`config.mk`:
```
export PLATFORM = sky130hd
export DESIGN_NAME = digacc18_21
export DESIGN_NICKNAME = d
export VERILOG_FILES = /design/src/rtl/digacc18_21.sv
export SDC_FILE = /design/constraint.sdc
export NUM_CORES = 1
export LEC_CHECK = 0
export CELL_PAD_IN_SITES_DETAIL_PLACEMENT = 0
export CELL_PAD_IN_SITES_GLOBAL_PLACEMENT = 1
export CORE_ASPECT_RATIO = 0.9
export CORE_MARGIN = 4
export CORE_UTILIZATION = 45
export CTS_CLUSTER_DIAMETER = 150
export DETAILED_ROUTE_END_ITERATION = 7
export GPL_TIMING_DRIVEN = 0
export PLACE_DENSITY = 0.85
export SLEW_MARGIN = 20
export SYNTH_ARGS = -nofsm -noshare
export SYNTH_HDL_FRONTEND = slang
export SYNTH_SLANG_ARGS = --single-unit
```
`constraint.sdc`:
```
create_clock -name clk -period 4.05 [get_ports clk]
set_input_delay 0.405 -clock clk [delete_from_list [all_inputs] [get_ports clk]]
set_output_delay 0.405 -clock clk [all_outputs]
set_load 0.02 [all_outputs]
```
`src/rtl/digacc18_21.sv`:
```
// Residue-digit accumulator: sums bursts of up to MAX_TERMS residues into an unreduced partial sum.
// Optional range check on every accepted term is enabled by defining DIGACC_RANGE_CHECK_EN.
//
// state | meaning
// IDLE  | no group open; acc/cnt/err are zero
// ACCUM | group open; acc holds the partial sum of cnt terms
module digacc18_21 #(
    parameter  int DATA_WIDTH = 18,
    parameter  int ACC_WIDTH  = 21,
    parameter  int MAX_TERMS  = 8,
    parameter  int MODULUS    = 177147,
    localparam int CNT_W      = $clog2(MAX_TERMS) + 1
) (
    input  logic                  clk,
    input  logic                  reset,
    input  logic                  in_valid,
    input  logic [DATA_WIDTH-1:0] in_digit,
    input  logic                  in_last,
    input  logic                  in_clear,
    output logic                  out_valid,
    output logic [ACC_WIDTH-1:0]  out_sum,
    output logic [CNT_W-1:0]      out_cnt,
    output logic                  out_forced,
    output logic                  out_err
);

`ifdef DIGACC_RANGE_CHECK_EN
    localparam bit RANGE_EN = 1'b1;
`else
    localparam bit RANGE_EN = 1'b0;
`endif

    localparam logic [DATA_WIDTH-1:0] MOD_D   = DATA_WIDTH'(MODULUS);
    localparam logic [CNT_W-1:0]      ONE_CNT = CNT_W'(1);
    localparam logic [CNT_W-1:0]      MAX_CNT = CNT_W'(MAX_TERMS);

    typedef enum logic {
        IDLE  = 1'b0,
        ACCUM = 1'b1
    } state_t;

    state_t                 state_q, state_d;
    logic [ACC_WIDTH-1:0]   acc_q, acc_d;
    logic [CNT_W-1:0]       cnt_q, cnt_d;
    logic                   err_q, err_d;

    logic                   emit;
    logic [ACC_WIDTH-1:0]   emit_sum;
    logic [CNT_W-1:0]       emit_cnt;
    logic                   emit_forced;
    logic                   emit_err;

    logic [ACC_WIDTH-1:0]   digit_ext;
    logic [ACC_WIDTH-1:0]   sum;
    logic [CNT_W-1:0]       cnt_inc;
    logic                   term_bad;

    // With the range check disabled RANGE_EN folds the comparator and err flag away.
    assign term_bad  = RANGE_EN && (in_digit >= MOD_D);
    assign digit_ext = {{(ACC_WIDTH-DATA_WIDTH){1'b0}}, in_digit};
    assign sum       = acc_q + digit_ext;
    assign cnt_inc   = cnt_q + ONE_CNT;

    always_ff @(posedge clk or posedge reset) begin
        if (reset) begin
            state_q <= IDLE;
            acc_q   <= '0;
            cnt_q   <= '0;
            err_q   <= 1'b0;
        end else begin
            state_q <= state_d;
            acc_q   <= acc_d;
            cnt_q   <= cnt_d;
            err_q   <= err_d;
        end
    end

    always_comb begin
        state_d     = state_q;
        acc_d       = acc_q;
        cnt_d       = cnt_q;
        err_d       = err_q;
        emit        = 1'b0;
        emit_sum    = '0;
        emit_cnt    = '0;
        emit_forced = 1'b0;
        emit_err    = 1'b0;

        if (in_clear) begin
            state_d = IDLE;
            acc_d   = '0;
            cnt_d   = '0;
            err_d   = 1'b0;
        end else if (in_valid) begin
            unique case (state_q)
                IDLE: begin
                    if (in_last) begin
                        emit     = 1'b1;
                        emit_sum = digit_ext;
                        emit_cnt = ONE_CNT;
                        emit_err = term_bad;
                    end else begin
                        state_d = ACCUM;
                        acc_d   = digit_ext;
                        cnt_d   = ONE_CNT;
                        err_d   = term_bad;
                    end
                end
                ACCUM: begin
                    if (in_last || (cnt_inc == MAX_CNT)) begin
                        emit        = 1'b1;
                        emit_sum    = sum;
                        emit_cnt    = cnt_inc;
                        emit_forced = !in_last;
                        emit_err    = err_q | term_bad;
                        state_d     = IDLE;
                        acc_d       = '0;
                        cnt_d       = '0;
                        err_d       = 1'b0;
                    end else begin
                        acc_d = sum;
                        cnt_d = cnt_inc;
                        err_d = err_q | term_bad;
                    end
                end
                default: begin
                    state_d = IDLE;
                    acc_d   = '0;
                    cnt_d   = '0;
                    err_d   = 1'b0;
                end
            endcase
        end
    end

    // Output fields update only on emit so they hold between pulses.
    always_ff @(posedge clk or posedge reset) begin
        if (reset) begin
            out_valid  <= 1'b0;
            out_sum    <= '0;
            out_cnt    <= '0;
            out_forced <= 1'b0;
            out_err    <= 1'b0;
        end else begin
            out_valid <= emit;
            if (emit) begin
                out_sum    <= emit_sum;
                out_cnt    <= emit_cnt;
                out_forced <= emit_forced;
                out_err    <= emit_err;
            end
        end
    end

endmodule
```
==> flow_summary.toml, run 1 <==
[synthesis]
synth_edf_count = 0
syn_area_per_cell_um2 = 8.399
ys_seq_area_share_pct = 34.11
synthCells = 463
synth_top_cells_by_count = "dfrtp_1, nand2_1, nor2_1, a21oi_1, nand3_1"
synth_top_family_by_area = "compound AO/OA/AOI/OAI gates"
yosysMostFrequentCell = "dfrtp_1"
synth_mux_area_share_pct = 2.445
synth_area_leaders = "dfrtp_1, ha_1, nand2_1, a21oi_1, nor2_1"
synthAdderAreaFrac_pct = 6.950
ys_ff_latch = 53
yosysUniqueCellTypes = 71
yosys.area_share.simple_pct = 23.17
synthesis.nets = 507
synth-xor-area-share_pct = 2.928
synth_top_area_share_pct = 34.11
syn_area_um2 = 3889
yosysTopAreaCell = "dfrtp_1"
async_flop_share_pct = 100.0
ys.flop_type = "dfrtp_1"
ys_warn_count = 0
synth-compound-area-share_pct = 25.10

[worst_setup_path]
endpoint_kind = "register"
r2r_cells = 9
r2r-start = "acc_q[0]"
critPathKind = "input pin to register"
crit_required_ns = 4.29
critPathLaunchType = "input pin"
critPathMaxFanout = 4
crit_arrival_ns = 3.28
ff2ff_setup_slack_ns = 1.26
crit-reg2reg-capture = "acc_q[14]"

[clock_tree]
cts_sinks = 53
insertion_delay_ns = 0.33
clk_path_buf_depth = 2
cts-hold-fix-buffers = 0
cts_resized = 0
cts.reportedPaths.clkPinSlew_ns = 0.11
htree_levels = 2
cts_made_buffers = 5
clockRootBuffer = "clkbuf_8"
cts_tree = "yes"
post_cts_buffers = 0

[sta]
hold_ws_ns = 0.4791
rsz0062_at_grt = "false"
setup_viol = 0
slew_viol_final = 0
hold_viol = 0
finalSetupTns_ns = 0
fmax_ghz = 0.3293
min_period_over_period_pct = 74.99
slew_headroom_pct = 46.91
worst_pin_slew_ns = 0.7963
fin_skew_ns = 0.01548
period_needed_ns = 3.037

[global_route]
track_usage_pct = 24.91
use_met2_pct = 39.54
grt_overflow = 0
grt_pass1_vias = 3609
grt_util_met1_pct = 34.62
grt.busiest_layer = "met2"
antenna_found_initial = 0
grt_pass1_wl_um = 19500
globalRouteMet3Util_pct = 3.421
grt_max_degree = 54

[outcome]
outcome = "finished clean"

[min_path]
worstHoldStart = "out_cnt[1]"
worstHoldEndpoint = "out_cnt[1]"
hp-class = "register to register"
hold_depth = 2

[finish]
area_growth_pct = 19.34
seqCellArea_um2 = 1326
diodes = 0
nets = 563
drive_gt1_share_pct = 7.500
multi_input_area_um2 = 2360
finish.utilization_pct = 56.44
nFillCells = 800
final_cell_area_um2 = 4641

[power_and_ir_drop]
leakagePower_nw = 1.912
p_per_area_nw_per_um2 = 323.7
ir_worst_vdd_uv = 152.0

[floorplan]
num_rows = 31
die_area_um2 = 10200
core_um2 = 8223
die_h_um = 96.19
start_util_pct = 47.29
die_w_um = 106.0
ios = 51

[drt]
drc_errors = 0
wire_per_inst_um = 19.47
detail-route-antenna-nets = 0
totalWireLength_um = 12360
via_per_inst = 6.088
initialDrtViolationCount = 236
first_pass_iters = 5
vias = 3866

[placed_design]
gp_congestion = 0.9830
dp_hpwl_um = 8826
placed_area_um2 = 4526
port_buffers = 49

[run]
drv_cap = 0
## state kept, by name, summed over array words and instances (netlist names)
signal	flops
acc_q	21
out_forced	1
out_sum	21
out_cnt	4
out_valid	1
state_q	1
cnt_q	4
## through the flow
step	total power [mW]	setup WS (ns)	std cells
floorplan	0.9298	1.640	463
finish	1.502	1.013	635
global route	1.580	0.8497	635
detailed placement	1.119	0.7224	627
CTS	1.509	1.042	635
global placement	1.112	0.8053	627
## worst max-delay path, stage by stage
cell,delay (ns)
clkdlybuf4s50_1,0.52
ha_1,0.24
inv_1,0.07
fa_1,0.39
nand2b_1,0.17
a21o_1,0.23
a2111oi_0,0.53
nor3_1,0.16
or3_1,0.36
a311oi_2,0.20
## area by class of cell
cell class | count | share of cell area [%]
well taps | 115 | 3.101
plain buffers | 33 | 3.235
clock inverters | 3 | 0.9976
flip-flops and latches | 53 | 28.58
repair buffers | 49 | 10.57
clock buffers | 5 | 1.483
inverters | 14 | 1.186
multi-input cells | 363 | 50.85
## worst max-delay path by stage
stage	cells after the start	from	slack (ns)	endpoint
floorplan	9	in_digit[0]	1.64	acc_q[14]
CTS	10	in_digit[0]	1.04	acc_q[14]
finish	10	in_digit[0]	1.01	acc_q[14]
global route	10	in_digit[0]	0.85	acc_q[14]
detailed placement	10	in_digit[0]	0.72	acc_q[14]
global placement	10	in_digit[0]	0.81	acc_q[14]
## power breakdown
part | internal (mW) | switching [mW]
sequential | 0.578 | 0.0261
combinational | 0.204 | 0.305
clock | 0.186 | 0.204
## logic make-up after synthesis
family,after synthesis
buf+inv,47
fa+ha+maj,21
mux,9
simple gates,181
flops,53
compound gates,138
xor+xnor,13
other cells,1
## layer usage
layer  routed length (µm)  vias up
met1                 5547     1847
met4                  297        0
met3                  919       17
met5                    0        -
li1                     -     1838
met2                 5596      164
## cells in the final DEF (no fill, tap or decap), types with 4 or more instances in the layout
master and n:
a211oi_1 11, a21o_1 7, a21oi_1 31, a221oi_1 8, a31oi_1 5, and2_1 5, and3_1 5, buf_1 4
buf_2 10, clkbuf_1 15, clkbuf_8 5, clkdlybuf4s50_1 49, dfrtp_1 53, ha_1 20, inv_1 12, mux2_2 4
mux2i_1 5, nand2_1 52, nand3_1 24, nand4_1 6, nor2_1 40, nor2b_1 9, nor3_1 13, nor4_1 4
o211ai_1 8, o21a_1 6, o21ai_0 17, o221ai_1 5, o31ai_1 4, or3_1 5, xnor2_1 8, xor2_1 5
Power figures use the tool's default switching activity.
==> run 2: changes to the inputs <==
- CORE_UTILIZATION: 45 -> 42
- PLACE_DENSITY: 0.85 -> 0.8
- clock period: 4.05 -> 2.8 ns (I/O delays scaled with it)
==> flow_summary.toml, run 2 (same netlist as run 1, synthesis figures left out) <==
[outcome]
outcome = "finished clean"

[worst_setup_path]
crit-reg2reg-capture = "acc_q[14]"
max_stage_delay_ns = 0.52
critical_path_buf_inv_count = 2
critPathMaxFanout = 4
ff2ff_setup_slack_ns = 0.20
r2r_cells = 9
r2r-start = "acc_q[0]"
worstPathCellList = "clkdlybuf4s50_1, ha_2, inv_1, fa_1, nand2b_1, a21o_1, a2111oi_2, nor3_1, or3_1, a311oi_2"
crit_slowest_cell = "clkdlybuf4s50_1"
critPathLaunchType = "input pin"
crit_arrival_ns = 2.97
endpoint_kind = "register"
critical_path.top_delay_family = "compound AO/OA/AOI/OAI gates"
critPathKind = "input pin to register"
crit_required_ns = 3.03

[power_and_ir_drop]
internal-power_mw = 1.337
leakagePower_nw = 1.919
p_seq_share_pct = 41.6
combPwrFrac_pct = 35.4
power_switching_mw = 0.7726
netSwitchingFraction_pct = 36.63
ir_worst_vdd_uv = 240.5
p_per_area_nw_per_um2 = 451.9
clockPowerShare_pct = 23.0

[clock_tree]
cts_made_buffers = 5
cts_sinks = 53
htree_levels = 2
cts_tree = "yes"
insertion_delay_ns = 0.32
cts.reportedPaths.clkPinSlew_ns = 0.11
clockRootBuffer = "clkbuf_8"
cts-hold-fix-buffers = 0
clk_path_buf_depth = 2

[finish]
layout_commonest_cell = "dfrtp_1"
mostFrequentLayoutCells = "dfrtp_1, nand2_1, clkdlybuf4s50_1"
drive_gt1_share_pct = 9.021
nets = 564
area_growth_pct = 20.01
nFillCells = 896
top_regs = "acc_q x21, out_sum x21"
diodes = 0

[floorplan]
core_um2 = 9084
num_rows = 33
die_w_um = 109.4
die_area_um2 = 10860
ios = 51
die_h_um = 99.29
start_util_pct = 42.81

[drt]
initialDrtViolationCount = 315
wire_per_inst_um = 19.53
via_per_inst = 6.028
vias = 3876
detail-route-antenna-nets = 0
drc_errors = 0
totalWireLength_um = 12560
first_pass_iters = 5

[sta]
setup_viol = 0
period_needed_ns = 2.734
min_period_over_period_pct = 97.64
fin_skew_ns = 0.01182
finalSetupTns_ns = 0
worst_pin_slew_ns = 0.7451
hold_ws_ns = 0.4186
fmax_ghz = 0.3658
hold_viol = 0
slew_viol_final = 0
rsz0062_at_grt = "true"
slew_headroom_pct = 50.32

[global_route]
grt_pass1_vias = 3680
track_usage_pct = 23.54
grt.busiest_layer = "met2"
globalRouteMet3Util_pct = 2.985
grt_overflow = 0
antenna_found_initial = 0
use_met2_pct = 36.74
grt_pass1_wl_um = 19910
grt_max_degree = 54
grt_util_met1_pct = 34.83

[run]
drv_cap = 0

[min_path]
hp-class = "input pin to async pin"

[placed_design]
gp_congestion = 0.9197
port_buffers = 49
dp_hpwl_um = 8938
-- run 2: area by class of cell --
type                       count  area (µm²)  share of cell area [%]
tap                          122       152.6                   3.271
timing repair buffer          50       498.0                   10.67
clock inverter                 2       13.76                  0.2949
clock buffer                   6       82.58                   1.769
buffer                        33       152.6                   3.271
multi-input combinational    363        2386                   51.13
sequential                    53        1326                   28.42
inverter                      14       55.05                   1.180
-- run 2: worst max-delay path by stage --
| stage | to | cells past startpoint | from | slack (ns) |
|---|---|---|---|---|
| global placement | acc_q[14] | 10 | in_digit[0] | -0.36 |
| detailed placement | acc_q[12] | 10 | in_digit[0] | -0.38 |
| global route | acc_q[14] | 10 | in_digit[0] | -0.02 |
| finish | acc_q[14] | 10 | in_digit[0] | 0.07 |
| floorplan | acc_q[14] | 9 | acc_q[0] | 0.46 |
| CTS | acc_q[12] | 10 | in_digit[0] | -0.06 |
-- run 2: per-layer routing --
metal,up-vias,wire (µm)
li1,1830,-
met1,1883,5811
met2,148,5761
met3,15,765
met4,0,218
met5,-,0
-- run 2: power by group through the flow --
stage | registers [mW] | clock network (mW) | logic, mW
2_1_floorplan | 0.951 | 0 | 0.394
3_3_place_gp | 0.891 | 0 | 0.722
3_5_place_dp | 0.893 | 0 | 0.729
4_1_cts | 0.878 | 0.499 | 0.733
5_1_grt | 0.887 | 0.533 | 0.810
6_report | 0.877 | 0.485 | 0.747
-- run 2: timing repair --
item / 4_1_cts / 5_1_grt
setup buffers: 0 / 1
resized for setup: 0 / 9
setup endpoints to repair: 4 / 13
pin swaps: 0 / 1
-- run 2: worst register-to-register path: cells and delay by family, from the launching register on --
| family | cells | cell delay (ns) |
|---|---|---|
| AOI/OAI and AO/OA | 3 | 0.80 |
| and+or+nand+nor | 3 | 0.67 |
| buffers and inverters | 1 | 0.06 |
| adders and majority gates | 2 | 0.63 |
| DFF | 1 | 0.37 |
-- run 2: through the flow --
| stage | total power [mW] | utilization [%] | instance area, µm² | cells | setup slack (ns) |
|---|---|---|---|---|---|
| after floorplan | 1.345 | - | 3889 | 463 | 0.4618 |
| after global placement | 1.612 | 49.89 | 4532 | 634 | -0.3570 |
| after detailed placement | 1.622 | 49.92 | 4534 | 634 | -0.3768 |
| after CTS | 2.110 | 50.98 | 4631 | 642 | -0.05639 |
| after global routing | 2.231 | 51.38 | 4667 | 643 | -0.02224 |
| final | 2.109 | 51.38 | 4667 | 643 | 0.06607 |
==> run 3: changes to the inputs <==
- ABC_AREA: not set -> 1
- CAP_MARGIN: not set -> 25
- CORE_UTILIZATION: 42 -> 40
==> flow_summary.toml, run 3 <==
[outcome]
outcome = "finished clean"

[finish]
seqCellArea_um2 = 1326
multi_input_area_um2 = 2068
layout_commonest_cell = "nand2_1"
drive_gt1_share_pct = 6.045
finish.utilization_pct = 50.57
area_growth_pct = 20.18
mostFrequentLayoutCells = "nand2_1, nand3_1, dfrtp_1"
final_cell_area_um2 = 4434
diodes = 0
top_regs = "acc_q x21, out_sum x21"
nFillCells = 894
nets = 622

[worst_setup_path]
endpoint_kind = "register"
ff2ff_setup_slack_ns = 0.56
cp_common_cell = "nand2_1"
crit_required_ns = 3.01
critPathMaxFanout = 4
crit_arrival_ns = 2.59
worstPathCellList = "clkdlybuf4s50_1, ha_1, inv_1, fa_1, inv_1, nand3_1, nand2_1, nand2_1, nand2_1, nand3_1, nand2_1, nand2_1, nand2_1, nand2_1, nand3_1, nand2_1"
critPathKind = "input pin to register"
critPathLaunchType = "input pin"
crit-reg2reg-capture = "out_sum[18]"
r2r_cells = 15
r2r-start = "acc_q[0]"
max_stage_delay_ns = 0.52
crit_slowest_cell = "clkdlybuf4s50_1"

[sta]
rsz0062_at_grt = "false"
hold_ws_ns = 0.2788
min_period_over_period_pct = 84.74
setup_viol = 0
worst_pin_slew_ns = 0.8114
slew_headroom_pct = 45.79
finalSetupTns_ns = 0
fin_skew_ns = 0.007323
fmax_ghz = 0.4214
period_needed_ns = 2.373
hold_viol = 0
slew_viol_final = 0

[power_and_ir_drop]
power.total_mw = 2.144
combPwrFrac_pct = 32.6
ir_worst_vdd_uv = 249.7
netSwitchingFraction_pct = 34.30
power_switching_mw = 0.7355
leakagePower_nw = 2.284
clockPowerShare_pct = 25.7
p_seq_share_pct = 41.8
p_per_area_nw_per_um2 = 483.6
internal-power_mw = 1.409

[synthesis]
synth_edf_count = 0
yosysUniqueCellTypes = 47
ys_ff_latch = 53
syn_area_um2 = 3690
synth_area_leaders = "dfrtp_1, nand2_1, nand3_1, ha_1, inv_1"
synth_top_area_share_pct = 35.94
yosysMostFrequentCell = "nand2_1"
ys.flop_type = "dfrtp_1"
ys_warn_count = 0
yosysTopAreaCell = "dfrtp_1"
ys_seq_area_share_pct = 35.94
synthCells = 523
async_flop_share_pct = 100.0
synthesis.nets = 567
syn_area_per_cell_um2 = 7.055
synth_top_cells_by_count = "nand2_1, nand3_1, dfrtp_1, inv_1, nor2_1"

[drt]
detail-route-antenna-nets = 0
first_pass_iters = 5
totalWireLength_um = 10510
drc_errors = 0
initialDrtViolationCount = 214
wire_per_inst_um = 15.05
vias = 3528
via_per_inst = 5.054

[clock_tree]
cts.reportedPaths.clkPinSlew_ns = 0.11
post_cts_buffers = 0
htree_levels = 2
clk_path_buf_depth = 2
cts_resized = 0
cts_made_buffers = 5
cts_tree = "yes"
clockRootBuffer = "clkbuf_8"
cts_sinks = 53
cts-hold-fix-buffers = 0
insertion_delay_ns = 0.31

[min_path]
worstHoldEndpoint = "out_sum[5]"
worstHoldStart = "in_valid"
hp-class = "input pin to register"
hold_depth = 3

[floorplan]
ios = 51
die_w_um = 109.2
start_util_pct = 42.08
die_h_um = 99.12
num_rows = 32
core_um2 = 8768
die_area_um2 = 10830

[placed_design]
placed_area_um2 = 4322
dp_hpwl_um = 7822
gp_congestion = 0.9323
port_buffers = 48

[global_route]
track_usage_pct = 20.55
grt_pass1_vias = 3388
grt_overflow = 0
antenna_found_initial = 0
grt_pass1_wl_um = 17510
grt_max_degree = 54

[run]
drv_cap = 0
## run 3: changes by cell type after synthesis, sizes merged, moves of 7 or more
| cell | previous run | this run |
|---|---|---|
| clkbuf | 17 | 2 |
| a21oi | 33 | 23 |
| inv | 14 | 54 |
| nand3 | 25 | 57 |
| a211oi | 11 | 0 |
| nand2 | 53 | 185 |
| a221oi | 8 | 1 |
| nor3 | 13 | 1 |
| nor2b | 9 | 0 |
## run 3: cell type report
| class | count | area share [%] |
|---|---|---|
| multi-input cells | 401 | 46.64 |
| inverters | 55 | 4.712 |
| flip-flops and latches | 53 | 29.91 |
| repair buffers | 48 | 10.84 |
| clock buffers | 5 | 1.552 |
| plain buffers | 14 | 2.003 |
| clock inverters | 3 | 0.9876 |
| well taps | 119 | 3.358 |
## run 3: how the worst max path moves through the flow
stage,startpoint,end,slack [ns],depth (start not counted)
final,in_digit[0],out_sum[18],0.43,16
after detailed placement,in_digit[0],out_sum[18],0.10,16
after global routing,in_digit[0],out_sum[18],0.21,16
after floorplan,acc_q[0],out_sum[18],0.94,15
after CTS,in_digit[0],out_sum[18],0.43,16
after global placement,in_digit[0],out_sum[18],0.07,16
## run 3: metal layers
metal	global-route usage (%)	part of all wire, %
met4	3.643	0.98
met5	0	0
met3	2.855	4.6
met2	31.40	43
met1	31.31	51
## run 3: cells by family after synthesis
| logic type | synth area share, % |
|---|---|
| adders and majority gates | 7.325 |
| AOI/OAI and AO/OA | 11.56 |
| buffers and inverters | 8.002 |
| DFF | 35.94 |
| other | 0.1016 |
| xor gates and xnor gates | 2.306 |
| and+or+nand+nor | 34.76 |
## run 3: critical path: cells and delay by family
family | cells | cell delay, ns
AND/OR/NAND/NOR | 11 | 1.02
adder cells (fa/ha/maj) | 2 | 0.64
buffers and inverters | 3 | 0.66
## run 3: per-stage QoR
| step | instances | setup slack [ns] |
|---|---|---|
| 6_report | 698 | 0.4272 |
| 5_1_grt | 698 | 0.2100 |
| 3_3_place_gp | 690 | 0.06845 |
| 2_1_floorplan | 523 | 0.9450 |
| 3_5_place_dp | 690 | 0.1033 |
| 4_1_cts | 698 | 0.4311 |
## run 3: power by group through the flow
stage / Combinational (mW) / Clock, mW / Sequential, mW
2_1_floorplan: 0.338 / 0 / 0.991
3_3_place_gp: 0.692 / 0 / 0.908
3_5_place_dp: 0.697 / 0 / 0.911
4_1_cts: 0.701 / 0.572 / 0.896
5_1_grt: 0.773 / 0.604 / 0.909
6_report: 0.699 / 0.550 / 0.895
